===== src/rtl/imem_loader_if.sv =====
// Byte-stream input and instruction-memory write bus of the program loader.
// A byte moves on every rising clk edge where rx_valid && rx_ready; rx_data must be stable while rx_valid is high, and rx_ready never depends on rx_valid.
interface imem_loader_if #(
  parameter int ADDR_W = 8
);
  logic [7:0]        rx_data;
  logic              rx_valid;
  logic              rx_ready;
  logic              we;
  logic [ADDR_W-1:0] w_addr;
  logic [31:0]       w_ins;

  modport master (
    output rx_data, rx_valid,
    input  rx_ready, we, w_addr, w_ins
  );

  modport slave (
    input  rx_data, rx_valid,
    output rx_ready, we, w_addr, w_ins
  );
endinterface


===== src/rtl/imem_loader.sv =====
// Program loader: takes [LEN_LO][LEN_HI][4*LEN data bytes][CSUM] and writes
// little-endian words into instruction memory while holding the CPU.
module imem_loader #(
  parameter int ADDR_W      = 8,
  parameter int TIMEOUT_CYC = 1_000_000
) (
  input  logic            clk,
  input  logic            rst,
  input  logic            start,
  imem_loader_if.slave    bus,
  output logic            cpu_hold,
  output logic            loaded,
  output logic            err,
  output logic [1:0]      err_code,
  output logic [ADDR_W:0] word_cnt,
  output logic [2:0]      state_dbg
);
  localparam int TW = $clog2(TIMEOUT_CYC) + 1;
  localparam logic [TW-1:0] IDLE_LIMIT = TW'(TIMEOUT_CYC - 1);
  localparam logic [TW-1:0] IDLE_ONE = {{(TW-1){1'b0}}, 1'b1};
  localparam logic [ADDR_W:0] WC_ONE = {{ADDR_W{1'b0}}, 1'b1};
  localparam logic [16:0] MAX_LEN = 17'(1) << ADDR_W;

  typedef enum logic [2:0] {
    S_IDLE, S_LEN_LO, S_LEN_HI, S_DATA, S_WRITE, S_CSUM, S_DONE, S_ERR
  } state_t;

  state_t            state_q, state_d;
  logic [15:0]       len_q;
  logic [31:0]       word_q;
  logic [1:0]        byte_idx;
  logic [7:0]        sum_q;
  logic [TW-1:0]     idle_cnt;
  logic [ADDR_W-1:0] w_addr_q;
  logic [31:0]       w_ins_q;
  logic [1:0]        err_code_q;
  logic [ADDR_W:0]   word_cnt_q;

  logic        active, accept, timed_out, start_load, len_bad, last_word, csum_ok;
  logic [15:0] hdr_len;

  assign active     = state_q inside {S_LEN_LO, S_LEN_HI, S_DATA, S_CSUM};
  assign accept     = active && bus.rx_valid;
  // An accept in the limit cycle wins over the timeout.
  assign timed_out  = active && !accept && (idle_cnt == IDLE_LIMIT);
  assign start_load = start && (state_q inside {S_IDLE, S_DONE, S_ERR});
  assign hdr_len    = {bus.rx_data, len_q[7:0]};
  assign len_bad    = (hdr_len == 16'd0) || ({1'b0, hdr_len} > MAX_LEN);
  assign last_word  = (17'(word_cnt_q) + 17'd1) == {1'b0, len_q};
  assign csum_ok    = (bus.rx_data == sum_q);

  always_ff @(posedge clk) begin
    if (rst) state_q <= S_IDLE;
    else     state_q <= state_d;
  end

  always_comb begin
    state_d = state_q;
    if (start_load) begin
      state_d = S_LEN_LO;
    end else if (timed_out) begin
      state_d = S_ERR;
    end else begin
      case (state_q)
        S_LEN_LO: if (accept) state_d = S_LEN_HI;
        S_LEN_HI: if (accept) state_d = len_bad ? S_ERR : S_DATA;
        S_DATA:   if (accept && byte_idx == 2'd3) state_d = S_WRITE;
        S_WRITE:  state_d = last_word ? S_CSUM : S_DATA;
        S_CSUM:   if (accept) state_d = csum_ok ? S_DONE : S_ERR;
        default:  ;
      endcase
    end
  end

  always_ff @(posedge clk) begin
    if (rst) begin
      len_q      <= '0;
      word_q     <= '0;
      byte_idx   <= '0;
      sum_q      <= '0;
      idle_cnt   <= '0;
      w_addr_q   <= '0;
      w_ins_q    <= '0;
      err_code_q <= '0;
      word_cnt_q <= '0;
    end else if (start_load) begin
      len_q      <= '0;
      word_q     <= '0;
      byte_idx   <= '0;
      sum_q      <= '0;
      idle_cnt   <= '0;
      err_code_q <= '0;
      word_cnt_q <= '0;
    end else begin
      // Idle counter is frozen in WRITE since no byte can be taken there.
      if (active) idle_cnt <= accept ? '0 : idle_cnt + IDLE_ONE;
      if (timed_out) err_code_q <= 2'd3;
      if (accept) begin
        case (state_q)
          S_LEN_LO: len_q[7:0] <= bus.rx_data;
          S_LEN_HI: begin
            len_q[15:8] <= bus.rx_data;
            if (len_bad) err_code_q <= 2'd1;
          end
          S_DATA: begin
            word_q[{byte_idx, 3'b000} +: 8] <= bus.rx_data;
            sum_q    <= sum_q + bus.rx_data;
            byte_idx <= byte_idx + 2'd1;
            // Write bus is loaded here so it is valid for the whole WRITE cycle.
            if (byte_idx == 2'd3) begin
              w_ins_q  <= {bus.rx_data, word_q[23:0]};
              w_addr_q <= word_cnt_q[ADDR_W-1:0];
            end
          end
          S_CSUM: if (!csum_ok) err_code_q <= 2'd2;
          default: ;
        endcase
      end
      if (state_q == S_WRITE) word_cnt_q <= word_cnt_q + WC_ONE;
    end
  end

  assign bus.rx_ready = active;
  assign bus.we       = (state_q == S_WRITE);
  assign bus.w_addr   = w_addr_q;
  assign bus.w_ins    = w_ins_q;
  assign cpu_hold     = !(state_q inside {S_IDLE, S_DONE});
  assign loaded       = (state_q == S_DONE);
  assign err          = (state_q == S_ERR);
  assign err_code     = err_code_q;
  assign word_cnt     = word_cnt_q;
  assign state_dbg    = state_q;
endmodule


===== src/flat_wrapper.sv =====
// flat-port wrapper written by rule: the top's interface ports become plain ports
module imem_loader_flat 
#(
  parameter int ADDR_W      = 8,
  parameter int TIMEOUT_CYC = 1_000_000
)
  (clk, rst, start, cpu_hold, loaded, err, err_code, word_cnt, state_dbg, bus_rx_data, bus_rx_valid, bus_rx_ready, bus_we, bus_w_addr, bus_w_ins);
  imem_loader_if #(.ADDR_W(ADDR_W)) bus_i ();
  input  logic clk;
  input  logic rst;
  input  logic start;
  output logic cpu_hold;
  output logic loaded;
  output logic err;
  output logic [1:0] err_code;
  output logic [ADDR_W:0] word_cnt;
  output logic [2:0] state_dbg;
  input wire logic [$bits(bus_i.rx_data)-1:0] bus_rx_data;
  input wire logic [$bits(bus_i.rx_valid)-1:0] bus_rx_valid;
  output wire logic [$bits(bus_i.rx_ready)-1:0] bus_rx_ready;
  output wire logic [$bits(bus_i.we)-1:0] bus_we;
  output wire logic [$bits(bus_i.w_addr)-1:0] bus_w_addr;
  output wire logic [$bits(bus_i.w_ins)-1:0] bus_w_ins;
  assign bus_i.rx_data = bus_rx_data;
  assign bus_i.rx_valid = bus_rx_valid;
  assign bus_rx_ready = bus_i.rx_ready;
  assign bus_we = bus_i.we;
  assign bus_w_addr = bus_i.w_addr;
  assign bus_w_ins = bus_i.w_ins;
  imem_loader #(.ADDR_W(ADDR_W), .TIMEOUT_CYC(TIMEOUT_CYC)) u_core (.clk(clk), .rst(rst), .start(start), .bus(bus_i), .cpu_hold(cpu_hold), .loaded(loaded), .err(err), .err_code(err_code), .word_cnt(word_cnt), .state_dbg(state_dbg));
endmodule

===== config.mk =====
export PLATFORM = sky130hd
export DESIGN_NAME = imem_loader_flat
export DESIGN_NICKNAME = d
export VERILOG_FILES = /design/src/rtl/imem_loader_if.sv /design/src/rtl/imem_loader.sv /design/src/flat_wrapper.sv
export SDC_FILE = /design/constraint.sdc
export NUM_CORES = 1
export LEC_CHECK = 0
export CELL_PAD_IN_SITES_DETAIL_PLACEMENT = 2
export CELL_PAD_IN_SITES_GLOBAL_PLACEMENT = 2
export CORE_MARGIN = 2
export CORE_UTILIZATION = 29
export CTS_BUF_LIST = sky130_fd_sc_hd__clkbuf_16
export CTS_CLUSTER_SIZE = 28
export DETAILED_ROUTE_END_ITERATION = 6
export PLACE_DENSITY_LB_ADDON = 0.1
export SLEW_MARGIN = 20
export SYNTH_ARGS = -nofsm -noshare
export SYNTH_HDL_FRONTEND = slang
export SYNTH_SLANG_ARGS = --single-unit

===== constraint.sdc =====
create_clock -name clk -period 2.09 [get_ports clk]
set_clock_uncertainty 0.1 [all_clocks]
set_input_delay 0.627 -clock clk [delete_from_list [all_inputs] [get_ports clk]]
set_output_delay 0.627 -clock clk [all_outputs]
set_load 0.05 [all_outputs]

# --- Yosys cells after proc, flatten, opt, wreduce, memory -nomap -nowiden ---
# Index checks and enable logic that the tools add are counted.
classes:
  n_addsub: 6
  order_cmp: 1
  n_eq_ne: 19
  shift: 2
  muxes: 17
  bitwise: 1
  reduce_logical: 22
op_table:
  columns: ["op", "n"]
  rows:
  - ["32-bit bitwise mux", 1]
  - ["8-bit by 7-bit variable shift with 32-bit output, first input constant", 1]
  - ["8-bit by 7-bit indexed part select with 32-bit output", 1]
  - ["21-bit by 1-bit adder with 21-bit output, second input constant", 1]
  - ["21-bit by 20-bit == test with 1-bit output, second input constant", 1]
  - ["21-bit 2-to-1 mux", 1]
  - ["3-bit 2-to-1 mux", 7]
  - ["17-bit by 16-bit == test with 1-bit output", 1]
  - ["16-bit by 9-bit > comparator with 1-bit output, second input constant", 1]
  - ["16-bit zero test", 1]
  - ["3-bit one-hot mux with 5 select lines", 1]
  - ["3-bit == test, second input constant", 4]
  - ["4-bit by 1-bit inequality test with 1-bit output, second input constant", 3]
  - ["9-bit by 1-bit adder with 10-bit output, second input constant", 1]
  - ["5-bit AND reduction", 2]
  - ["9-bit by 1-bit adder with 9-bit output, second input constant", 1]
  - ["3-bit by 1-bit inequality test with 1-bit output, second input constant", 3]
  - ["8-bit adder", 1]
  - ["8-bit == test", 1]
  - ["2-bit 2-to-1 mux", 4]
  - ["5-bit negator with 7-bit output", 1]
  - ["7-bit nonzero test", 1]
  - ["3-bit by 2-bit == test with 1-bit output, second input constant", 2]
  - ["2-bit AND reduction", 3]
  - ["other kinds (18)", 24]
word_totals:
  ff_bits: 133
  in_bits: 12
  out_inout_bits: 59
  wordCells: 80

# --- Depth between registers and ports, before layout ---
depth:
  depth_word: 10
  ltp_mapped: 9
  ltp_nobuf: 9

# --- Least setup slack after synthesis ---
# No wires, ideal clock.
synth_timing:
  path_kind: "reg-to-output"
  from: "register u_core.state_q[1] (netlist: u_core.state_dbg[1])"
  to: "output port cpu_hold"
  arrival_ns: 1.884
  t_required_ns: 1.363
  setup_slack_ns: -0.521
  stages_incl_launch_ff: 5
  cell_sequence: "dfxtp_1 > buf_2 > clkbuf_8 > nor2_1 > o21bai_1"
synth_between:
  elab_chain_cells: 3
  word_cells_on_any_way: 4
  cone_classes: "eq/ne: 1; reduce/logical: 3"
synth_lines:
  columns: ["item", "line_no", "text"]
  rows:
  - ["start, declared", "imem_loader.sv:28", "state_t state_q, state_d;"]
  - ["start signal, assigned", "imem_loader.sv:54", "else state_q <= state_d;"]
  - ["3-bit == test / 3-bit zero test (equally long branches)", "imem_loader.sv:127", "assign cpu_hold = !(state_q inside {S_IDLE, S_DONE});"]
  - ["2-bit nonzero test *", "imem_loader.sv:127", null]
  - ["1-bit zero test *", "imem_loader.sv:127", null]
  - ["end, declared", "flat_wrapper.sv:12", "output logic cpu_hold;"]
# Every way passes the cells marked *; elsewhere a longest branch is shown, timed or not.

# --- Final worst setup path ---
# Ends and elaborated chain as after synthesis.

==> metrics <==
initial antenna violation count=0; Setup CP Type=reg -> out; Sw Ratio=33.5%; Die X=143 um; Cell variety after synth=55; Total GRT Usage=19.4%; leading area contributor after synthesis=dfxtp_1; Crit path required time=1360 ps; Syn. warnings=0; VDD IR-drop max=0.507 mV; Detailed Place HPWL=14,000 um; DP Worst Slack=-749 ps; placed cells=1,067; hold crit path type=reg -> reg; area share of the largest cell type after synthesis=44.4%; drt total wl=19,600 um; hold slack=355 ps; final-stage net count=858; largest fanout on the critical path=7; H-tree levels=4; status=completed; Fmax=489 MHz; largest family of logic cells by synthesized area=simple AND/OR/NAND/NOR gates; Die Area=20,600 um2; #FFs+latches synth=125; Initial Util=29.3%; Post-Syn Nets=728; Worst path slowest cell=dfxtp_4; Synth Area per Inst=8.05 um2; Ports=71; Crit path depth=3; residual DRC count=0; CP arrival=1320 ps; fin cells=1,109; Site Rows=51; Area growth, synth to finish=42.0%; Reg2Reg Setup Slack=70 ps; most common flop cell mapped by yosys=dfxtp_1; final setup vio count=0; Clock Power Share=36.4%; asr flop ratio synth=0%; TritonCTS buffer count=17; R2R depth=7; period utilization=97.9%; input/output buffers=70; relative slew slack=72.1%; synthesized cell area=5640 um2; crit start category=flop; clk root buf=clkbuf_16; Clock Path Buffers=2; register area share after synthesis=44.4%; max_cap viols=0; Pins Over Slew Limit=0; share of post-route cells with drive strength above 1=26.8%; post-synthesis adder-cell area fraction=3.46%; post-DR vias/cell=4.87; antenna cells=0; Final Hold Vio Count=0; global-route wire length before repair=31,100 um; placed instance area=7270 um2; synth top area cells=dfxtp_1, nand2_1, a21oi_1; First-pass DRT Iterations=4; sw power=2.53 mW; Pleak=2.88 nW; sequential power share=34.1%; post-route ant nets=0; Post-Synth Simple-Gate Area=27.2%; r2r endpoint=u_core.sum_q[7]; Reg-to-Reg Start=u_core.sum_q[1]; design area=8010 um2; vias=5,397; post-synthesis xor/xnor area fraction=6.99%; Comb pwr share=29.5%; crit-path max cell delay=380 ps; worst hold endpoint=u_core.word_q[20]; insertion delay of the later-clocked pin in the worst-skew pair=420 ps; Internal Dissipation=5.03 mW; PD cells=943 nW/um2; drt wl/cell=17.6 um; delay-heaviest family, CP=flip-flops; compound-gate portion of the synthesized area=11.6%; number of synthesized flops with an enable pin=0; number of hold buffers added after CTS=0; commonest non-fill, non-tap cell in the layout=nand2_1; CTS tree=done; most frequent cells in the layout=nand2_1, dfxtp_1, buf_4, a21oi_1, nor2_1; CP bufs+invs=1; Chip Height=143 um; DRT iter0 DRCs=137; via count of the first global-routing pass=6,023; clock transition at the registers of the reported paths=60 ps; Final WS setup=43.8 ps; Mapped Cells=701; crit end category=primary output; Sink Count=125; core area=19,300 um2; pin count of the biggest net entering global routing=41; Worst Min Path Start=u_core.word_q[20]; cell count of the worst hold path=2; post-synthesis mux area share=1.95%; crit-path cells=and2_4 > o21bai_4 > buf_12; GRT Residual Overflow=0; worst slew pin tran=414 ps; Final Wtd Congestion=0.799; min cycle time layout=2050 ps
==> power groups by stage <==
stage / Sequential (mW) / Combinational (mW) / Clock, mW
2_1_floorplan: 2.67 / 1.07 / 0
3_3_place_gp: 2.63 / 1.94 / 0
3_5_place_dp: 2.63 / 2.01 / 0
4_1_cts: 2.56 / 2.17 / 2.83
5_1_grt: 2.59 / 2.37 / 2.96
6_report: 2.57 / 2.23 / 2.75
==> worst max-delay path by stage <==
stage	start	end	slack [ps]
6_report	u_core.state_dbg[1]	cpu_hold	40
3_3_place_gp	bus_rx_data[3]	u_core.sum_q[7]	-630
2_1_floorplan	bus_rx_valid	u_core.err_code[1]	-50
3_5_place_dp	bus_rx_data[4]	u_core.sum_q[7]	-750
4_1_cts	u_core.state_dbg[1]	bus_rx_ready	1
5_1_grt	bus_rx_valid	u_core.err_code[1]	-40
==> area by class of cell <==
cell class,instances,area [um2]
clock inverter,15,115
sequential,125,2520
clock buffer,17,425
tap,265,332
inverter,13,52.6
timing repair buffer,152,1470
fill,2170,11300
multi-input combinational,522,3100
==> kinds of logic after synthesis <==
family	count (synthesis)
simple gates	333
flops	125
compound gates	118
buf+inv	54
xor+xnor	45
fa+ha+maj	15
mux	11
==> per-layer routing <==
metal | wire length (um) | global-route usage (%) | share of wire (%) | vias to the layer above
met3 | 432 | 3.53 | 2.2 | 12
li1 | - | - | - | 2624
met5 | 0 | 0 | 0 | -
met2 | 10500 | 36.5 | 54 | 71
met4 | 187 | 4.54 | 0.96 | 0
met1 | 8480 | 22.8 | 43 | 2690
==> worst reg2reg max path: cells and delay by family, from the launching register on <==
kind	cells	cell delay, ps
muxes	1	280
adders and majority gates	1	210
and+or+nand+nor	1	70
xor gates and xnor gates	1	160
DFF	1	360
AOI/OAI and AO/OA	3	730
==> through the flow <==
stage / total power [mW] / util [%] / setup TNS [ps]
floorplan: 3.74 / - / -48.0
global placement: 4.56 / 37.7 / -34440
detailed placement: 4.65 / 37.7 / -36530
CTS: 7.56 / 41.0 / 0
global route: 7.92 / 41.6 / -70.5
finish: 7.56 / 41.6 / 0
==> synth_stat cells (4+ instances only) <==
master,count
a21oi_1,88
inv_1,13
nand3_1,42
and2_1,4
dfxtp_1,125
o21ai_0,9
xnor2_1,31
clkbuf_1,30
nand4_1,8
xor2_1,14
nor2_1,58
a31oi_1,5
ha_1,14
nor4_1,5
mux2i_1,11
nor3_1,15
and3_1,4
or3_1,4
nand2_1,162
nor3b_1,7
==> sequential cells by signal (all words and copies together), names as in the netlist <==
register,count
u_core.idle_cnt,21
u_core.word_q,24
u_core.state_dbg,3
u_core.sum_q,8
u_core.byte_idx,2
u_core.word_cnt,9
u_core.err_code,2
u_core.bus.w_addr,8
u_core.bus.w_ins,32
u_core.len_q,16
==> repair_timing <==
action / in CTS / in global routing
gates resized for setup: 27 / 26
pin swaps: 9 / 16
setup buffers: 5 / 6
hold endpoints to repair: 0 / 0
setup endpoints to repair: 69 / 18
Note: power is estimated with default switching activity, not from simulation.
